## config.mk

```make
export PLATFORM = sky130hd
export DESIGN_NAME = rem5_seq_tx
export DESIGN_NICKNAME = d
export VERILOG_FILES = /design/src/rtl/rem5_seq_tx.sv
export SDC_FILE = /design/constraint.sdc
export NUM_CORES = 1
export LEC_CHECK = 0
export ABC_AREA = 0
export BUFFER_PORTS_ARGS = -buffer_cell sky130_fd_sc_hd__buf_2
export CAP_MARGIN = 10
export CORE_MARGIN = 2
export CORE_UTILIZATION = 41
export CTS_CLUSTER_SIZE = 14
export DETAILED_ROUTE_END_ITERATION = 6
export SLEW_MARGIN = 20
export SYNTH_ARGS = -nofsm -noshare
export SYNTH_HDL_FRONTEND = slang
export SYNTH_SLANG_ARGS = --single-unit
export TNS_END_PERCENT = 5
```

## constraint.sdc

```tcl
create_clock -name i_clk -period 2.7 [get_ports i_clk]
set_input_delay 0.54 -clock i_clk [delete_from_list [all_inputs] [get_ports i_clk]]
set_output_delay 0.54 -clock i_clk [all_outputs]
set_load 0.005 [all_outputs]
```

## src/rtl/rem5_seq_tx.sv

```systemverilog
// Serial frame transmitter feeding the rem5 detector: MSb-first bits, then an idle gap.
// Optional REM5_TX_EXPECT_EN adds the expected-remainder outputs o_exp_valid/o_exp_div.
module rem5_seq_tx #(
    parameter int WIDTH = 16,
    parameter int GAP = 1,
    localparam int LW = $clog2(WIDTH + 1)
) (
    input  logic             i_clk,
    input  logic             i_reset_n,
    input  logic             i_load_valid,
    output logic             o_load_ready,
    input  logic [WIDTH-1:0] i_load_data,
    input  logic [LW-1:0]    i_load_len,
    output logic             o_valid,
    output logic             o_sequence,
    output logic             o_busy,
    output logic             o_done
`ifdef REM5_TX_EXPECT_EN
    ,
    output logic             o_exp_valid,
    output logic             o_exp_div
`endif
);

    localparam int GW = (GAP > 1) ? $clog2(GAP) : 1;

    typedef enum logic [1:0] {
        S_IDLE,
        S_SHIFT,
        S_GAP
    } state_t;

    state_t           r_state;
    state_t           w_state_nxt;
    logic [WIDTH-1:0] r_shift;
    logic [LW-1:0]    r_cnt;
    logic [GW-1:0]    r_gcnt;
    logic [LW-1:0]    w_len;
    logic [WIDTH-1:0] w_aligned;
    logic             w_accept;
    logic             w_last;
    logic             w_gap_end;

    // Zero or oversize lengths send the whole word
    assign w_len = ((i_load_len == '0) || (i_load_len > LW'(WIDTH))) ?
                   LW'(WIDTH) : i_load_len;
    assign w_aligned = i_load_data << (LW'(WIDTH) - w_len);

    assign w_accept = (r_state == S_IDLE) && i_load_valid;
    assign w_last = (r_state == S_SHIFT) && (r_cnt == '0);
    assign w_gap_end = (r_state == S_GAP) && (r_gcnt == '0);
    assign o_load_ready = (r_state == S_IDLE);

    always_ff @(posedge i_clk or negedge i_reset_n) begin
        if (!i_reset_n) begin
            r_state <= S_IDLE;
        end else begin
            r_state <= w_state_nxt;
        end
    end

    always_comb begin
        w_state_nxt = r_state;
        unique case (r_state)
            S_IDLE:  if (w_accept) w_state_nxt = S_SHIFT;
            S_SHIFT: if (w_last) w_state_nxt = S_GAP;
            S_GAP:   if (w_gap_end) w_state_nxt = S_IDLE;
            default: w_state_nxt = S_IDLE;
        endcase
    end

    always_ff @(posedge i_clk or negedge i_reset_n) begin
        if (!i_reset_n) begin
            r_shift    <= '0;
            r_cnt      <= '0;
            r_gcnt     <= '0;
            o_valid    <= 1'b0;
            o_sequence <= 1'b0;
            o_done     <= 1'b0;
            o_busy     <= 1'b0;
        end else begin
            o_done <= 1'b0;
            o_busy <= (w_state_nxt != S_IDLE);
            unique case (r_state)
                S_IDLE: begin
                    if (w_accept) begin
                        o_valid    <= 1'b1;
                        o_sequence <= w_aligned[WIDTH-1];
                        r_shift    <= w_aligned << 1;
                        r_cnt      <= w_len - 1'b1;
                    end
                end
                S_SHIFT: begin
                    if (w_last) begin
                        o_valid    <= 1'b0;
                        o_sequence <= 1'b0;
                        o_done     <= 1'b1;
                        r_gcnt     <= GW'(GAP - 1);
                    end else begin
                        o_sequence <= r_shift[WIDTH-1];
                        r_shift    <= r_shift << 1;
                        r_cnt      <= r_cnt - 1'b1;
                    end
                end
                S_GAP: begin
                    if (!w_gap_end) r_gcnt <= r_gcnt - 1'b1;
                end
                default: ;
            endcase
        end
    end

`ifdef REM5_TX_EXPECT_EN
    logic [2:0] r_rem;
    logic       r_pend;

    function automatic logic [2:0] f_rem(input logic [2:0] rem, input logic b);
        logic [3:0] t;
        t = {rem, b};
        return (t >= 4'd5) ? 3'(t - 4'd5) : t[2:0];
    endfunction

    // Remainder tracks the bit being loaded onto o_sequence, so it is final
    // one cycle before the last bit leaves; the flag lands two cycles later.
    always_ff @(posedge i_clk or negedge i_reset_n) begin
        if (!i_reset_n) begin
            r_rem       <= '0;
            r_pend      <= 1'b0;
            o_exp_valid <= 1'b0;
            o_exp_div   <= 1'b0;
        end else begin
            r_pend      <= w_last;
            o_exp_valid <= r_pend;
            o_exp_div   <= r_pend && (r_rem == '0);
            if (w_accept) begin
                r_rem <= f_rem(3'd0, w_aligned[WIDTH-1]);
            end else if ((r_state == S_SHIFT) && !w_last) begin
                r_rem <= f_rem(r_rem, r_shift[WIDTH-1]);
            end
        end
    end
`endif

endmodule

```

Yosys cells after proc, flatten, opt, wreduce, memory -nomap -nowiden --
Index checks and enable logic that the tools add are counted.
Cells by class: add/sub/neg operators 4, $mul 0, div/mod/pow operators 0, magnitude comparators 1, equality and inequality tests 6, shift-type cells 1, mux-type cells 21, bitwise logic cells 1, reductions and logical operators 14
Operators by type and width (number):
- 16-bit 2-to-1 mux | 2
- 16-bit one-hot mux with 2 select lines | 1
- 16-bit by 5-bit << shifter with 16-bit output | 1
- 5-bit 2-to-1 mux | 3
- 5-bit zero test | 2
- 5-bit one-hot mux with 2 select lines | 1
- 5-bit by 1-bit subtractor with 5-bit output (second input constant) | 2
- 3-bit AND reduction | 3
- 1-bit 2-to-1 mux | 7
- 2-bit 2-to-1 mux | 3
- 2-bit != test (second input constant) | 3
- 1-bit one-hot mux with 2 select lines | 3
- 2-bit one-hot mux with 3 select lines | 1
- 2-bit nonzero test | 3
- 5-bit > comparator (second input constant) | 1
- 5-bit subtractor (first input constant) | 1
- 1-bit logical AND | 3
- 2-bit by 1-bit == test with 1-bit output (second input constant) | 1
- 2-bit == test (second input constant) | 1
- 2-bit zero test | 1
- 2-bit by 1-bit != test with 1-bit output (second input constant) | 1
- 2-bit AND reduction | 1
- 1-bit logical OR | 1
- 1-bit NOT | 1
- 1-bit subtractor (second input constant) | 1
Storage, ports and cells: register bits 28, bits in latches 0, RAM bits 0, bits in read-only memories 0, input bits 24, output and inout bits 5, word-level logic and storage cells 56, memories 0

Longest topological paths before layout --
depth in word-level cells 7, depth in mapped cells 16, gate-level depth less buffers 11

Least setup slack after synthesis --
Ideal clock, no wire load.
path kind input to register, from input port i_load_len[2], to register r_shift[13], setup time 0.121 ns, arrival 3.521 ns, required time 2.579 ns, setup slack -0.942 ns, stages 15, path buffers 4, path through or4_4 -> ha_1 -> buf_4 -> nor2b_4 -> buf_6 -> buf_4 -> inv_1 -> ha_1 -> buf_2 -> xnor2_1 -> mux2_2 -> nand2_1 -> o221ai_1 -> o211a_1 -> o22a_1
Between the ends: cells in the longest elaborated chain, start to end 7, elaborated cells between the ends (all ways) 8, those cells by class add/sub: 1; order compare: 1; shift: 1; mux: 3; reduce/logical: 2
RTL lines:
- from (decl) | line 13 | input logic [LW-1:0] i_load_len,
- 5-bit > comparator or 5-bit zero test (tied branches) | line 45 | assign w_len = ((i_load_len == '0) || (i_load_len > LW'(WIDTH))) ?
- 1-bit logical OR | line 45
- 5-bit 2-to-1 mux * | line 45
- 5-bit subtractor * | line 47 | assign w_aligned = i_load_data << (LW'(WIDTH) - w_len);
- 16-bit by 5-bit << shifter with 16-bit output * | line 47
- 16-bit 2-to-1 mux * | line 86 | if (w_accept) begin
- 16-bit one-hot mux with 2 select lines * | line 84 | unique case (r_state)
- to (signal assigned) | line 89 | r_shift <= w_aligned << 1;
- to (signal assigned) | line 101 | r_shift <= r_shift << 1;
- to (decl) | line 35 | logic [WIDTH-1:0] r_shift;
Every way passes the cells marked *; elsewhere a longest branch is shown, timed or not. The select of a mux whose other input is x is not followed. A chain may end at the register's enable or synchronous reset.

Worst setup path in the final report --
Ends and elaborated chain as after synthesis.

==> impl_metrics.env <==
export IMPL_worst_slew_pin_slew_ps=599
export IMPL_min_period_ps=2930
export IMPL_drc=0
export IMPL_slowest_delay_ps=550
export IMPL_grt_pass1_vias=2066
export IMPL_dp_cells=394
export IMPL_grt_total_usage=0.211
export IMPL_fp_row_count=27
export IMPL_cp_required_ps=2870
export IMPL_ant_nets=0
export IMPL_rrSetupSlack_ps=510
export IMPL_p_comb_frac=0.613
export IMPL_ys_types=61
export IMPL_crit_fanout=4
export IMPL_grt_setup_unrepaired="yes"
export IMPL_cts_max_level=1
export IMPL_syn_inst=268
export IMPL_p_leak_uw=0.00140
export IMPL_ys_flop_type="dfrtp_1"
export IMPL_grt_start_max_net_pins=28
export IMPL_clkPwrFrac=0.096
export IMPL_status="finished with violations"
export IMPL_ys_warn_count=0
export IMPL_die_area_um2=6370
export IMPL_avgSynthCellArea_um2=8.79
export IMPL_vias_per_cell=5.58
export IMPL_synth_nets=295
export IMPL_use_met2=0.332
export IMPL_timing_rr_end="r_cnt[4]"
export IMPL_p_seq_frac=0.291
export IMPL_synth_edff_count=0
export IMPL_crit_buf_inv=3
export IMPL_wire_per_inst_um=15.8
export IMPL_path_delay_family="simple AND/OR/NAND/NOR gates"
export IMPL_async_reset_ff_frac=1.00
export IMPL_switching_share=0.420
export IMPL_start_kind="input port"
export IMPL_layout_cells_non_filler=402
export IMPL_cp_common_cell="ha_4"
export IMPL_slew_headroom=0.601
export IMPL_critPathCaptureType="flip-flop"
export IMPL_synth_seq_cells=27
export IMPL_worstSetupPathType="in -> reg"
export IMPL_drive_gt1_frac=0.379
export IMPL_core_region_area_um2=5540
export IMPL_power_density_nw_per_um2=774
export IMPL_insertion_delay_ps=270
export IMPL_min_path_type="in -> async"
export IMPL_fin_crit_sh=1.09
export IMPL_violations="negative setup slack"
export IMPL_grt_overflow_total=0
export IMPL_clockBufferDepth=2
export IMPL_skew_ps=1.60
export IMPL_power_switching_uw=1000
export IMPL_p_int_uw=1390
export IMPL_grt_pass1_wl_mm=10.4
export IMPL_hold_violations=0
export IMPL_cts_root_buffer_cell="clkbuf_8"
export IMPL_ff2ff_path_depth=9
export IMPL_place_congestion=0.906
export IMPL_setup_ws_ps=-231
export IMPL_drt_iter0_markers=151
export IMPL_top_level_ports=29
export IMPL_vias=2242
export IMPL_synth_seq_area_share=0.287
export IMPL_r2r_start="r_state[0]"
export IMPL_antenna_found_initial=0
export IMPL_hpwl_mm=4.89
export IMPL_final_nets=358
export IMPL_io_buffers=28
export IMPL_met1_usage=0.312
export IMPL_die_y_um=79.8
export IMPL_vdd_drop_max_uv=303
export IMPL_path_clk_slew_ps=90
export IMPL_setup_violations_final=14
export IMPL_cp_data_arrival_time_ps=3100
export IMPL_initial_core_util=0.425
export IMPL_die_w_um=79.8
export IMPL_antennaDiodeCount=0
export IMPL_cts_made_buffers=3
export IMPL_wl_mm=6.35
export IMPL_cap_viol_max_count=0
export IMPL_dr_pass1_iters=4
export IMPL_syn_area_um2=2350
export IMPL_cts_tree="yes"
export IMPL_hold_slack_ps=262
export IMPL_critical_path_cell_chain="buf_6, or4_4, ha_4, nor2b_4, inv_6, ha_4, buf_12, xnor2_4, mux2_4, nand2_1, o221ai_2, o211a_1, o22a_1"
export IMPL_fmax_mhz=341
export IMPL_cts_hold_buf=0
export IMPL_grt_util_met3=0.0113
export IMPL_critical_path_slowest_cell="or4_4"
export IMPL_busiest_layer="met2"
export IMPL_clkSinkCount=27
export IMPL_drv_slew=0
export IMPL_syn_to_final_growth_pct=31.0
## logic make-up (layout without fill, tap and decap cells)
family | count (synthesis) | in the layout | synth area share
simple gates | 107 | 107 | 0.227
compound gates | 69 | 69 | 0.194
buf+inv | 29 | 91 | 0.0659
mux | 27 | 27 | 0.177
flops | 27 | 27 | 0.287
xor+xnor | 6 | 6 | 0.0335
fa+ha+maj | 3 | 3 | 0.0159
## worst max path at each step
stage                        from           to  slack [ps]  cells past startpoint
floorplan           i_load_len[1]   r_shift[8]        -640                     14
global placement    i_load_len[1]   r_shift[8]        -540                     10
detailed placement  i_load_len[1]   r_shift[8]        -660                     10
CTS                 i_load_len[2]   r_shift[8]        -210                     11
global route        i_load_len[3]  r_shift[15]        -270                     10
finish              i_load_len[2]  r_shift[13]        -230                     13
## power by group through the flow
stage | clock, uW | sequential [uW] | combinational (uW)
after floorplan | 0 | 660 | 985
final | 230 | 694 | 1460
after global placement | 0 | 695 | 1380
after global routing | 258 | 718 | 1630
after CTS | 238 | 689 | 1420
after detailed placement | 0 | 695 | 1400
## cell usage after synthesis (all sizes together), types with 3 or more instances
library cell / n / area, um^2
o22ai: 4 / 25.0
a21oi: 18 / 90.1
a31oi: 4 / 25.0
clkbuf: 6 / 22.5
a221oi: 3 / 32.5
buf: 13 / 95.1
and3: 5 / 31.3
nand2: 32 / 120
nor2: 28 / 105
ha: 3 / 37.5
mux4: 10 / 240
o21a: 4 / 30.0
o21ai: 16 / 87.6
inv: 10 / 37.5
nand2b: 3 / 18.8
mux2: 5 / 56.3
dfrtp: 27 / 676
nor2b: 4 / 32.5
nand3: 12 / 65.1
xnor2: 3 / 45.1
nor3: 5 / 25.0
xor2: 3 / 33.8
mux2i: 12 / 120
## cell usage in the layout (no fill, tap or decap), types with 2 or more instances in the layout
cell and n:
a21o_1 2, a21oi_1 15, a21oi_2 3, a221oi_2 3, a22oi_1 2, a31oi_1 4, and2_1 2, and3_1 4
buf_12 2, buf_2 27, buf_4 46, buf_6 2, clkbuf_8 3, dfrtp_1 27, ha_4 2, inv_1 7
inv_2 2, mux2_2 3, mux2_4 2, mux2i_1 11, mux4_1 4, mux4_2 6, nand2_1 32, nand3_1 11
nand3b_1 2, nand4_1 2, nor2_1 28, nor2b_1 3, nor3_1 4, nor4b_2 2, o211ai_1 2, o21a_1 4
o21ai_0 12, o21ai_2 3, o22a_1 2, o22ai_1 4, xnor2_4 2, xor2_1 2
## layout make-up
type / count / area (um^2)
fill: 519 / 2460
multi-input combinational: 212 / 1690
sequential: 27 / 676
timing repair buffer: 77 / 543
tap: 72 / 90.1
clock buffer: 4 / 45.0
inverter: 10 / 42.5
## stage by stage
stage / power (uW) / area, um^2 / TNS [ps] / worst slack, ps / utilization
6_report: 2390 / 3080 / -1380 / -231 / 0.557
5_1_grt: 2600 / 3080 / -2800 / -273 / 0.557
4_1_cts: 2350 / 3010 / -1010 / -206 / 0.543
3_5_place_dp: 2090 / 2870 / -8090 / -659 / 0.519
3_3_place_gp: 2070 / 2870 / -7140 / -540 / 0.519
2_1_floorplan: 1650 / 2440 / -8110 / -637 / -
## sequential cells by signal (all words and copies together), names as in the netlist
name        count
r_shift        15
r_cnt           5
r_state         2
o_busy          1
o_done          1
o_sequence      1
o_valid         1
r_gcnt          1
## per-layer routing
metal | wire (um) | up-vias
met3 | 195 | 5
met5 | 0 | -
met1 | 3130 | 1073
li1 | - | 1117
met2 | 2950 | 47
met4 | 84 | 0
## worst reg2reg max path, cell delays in order, from the launching register on
cell     delay (ps)
dfrtp_1         480
nor2b_1         240
buf_4           210
nor2_1           70
a21oi_1         160
ha_1            190
nand4_1         140
or3_1           350
a31oi_1         170
a21oi_1          50
## timing repair
action	CTS	global route
endpoints found under the setup margin	17	17
setup buffers	3	1
resized for setup	12	12
pin swaps	6	5
Note: power is estimated with default switching activity, not from simulation.
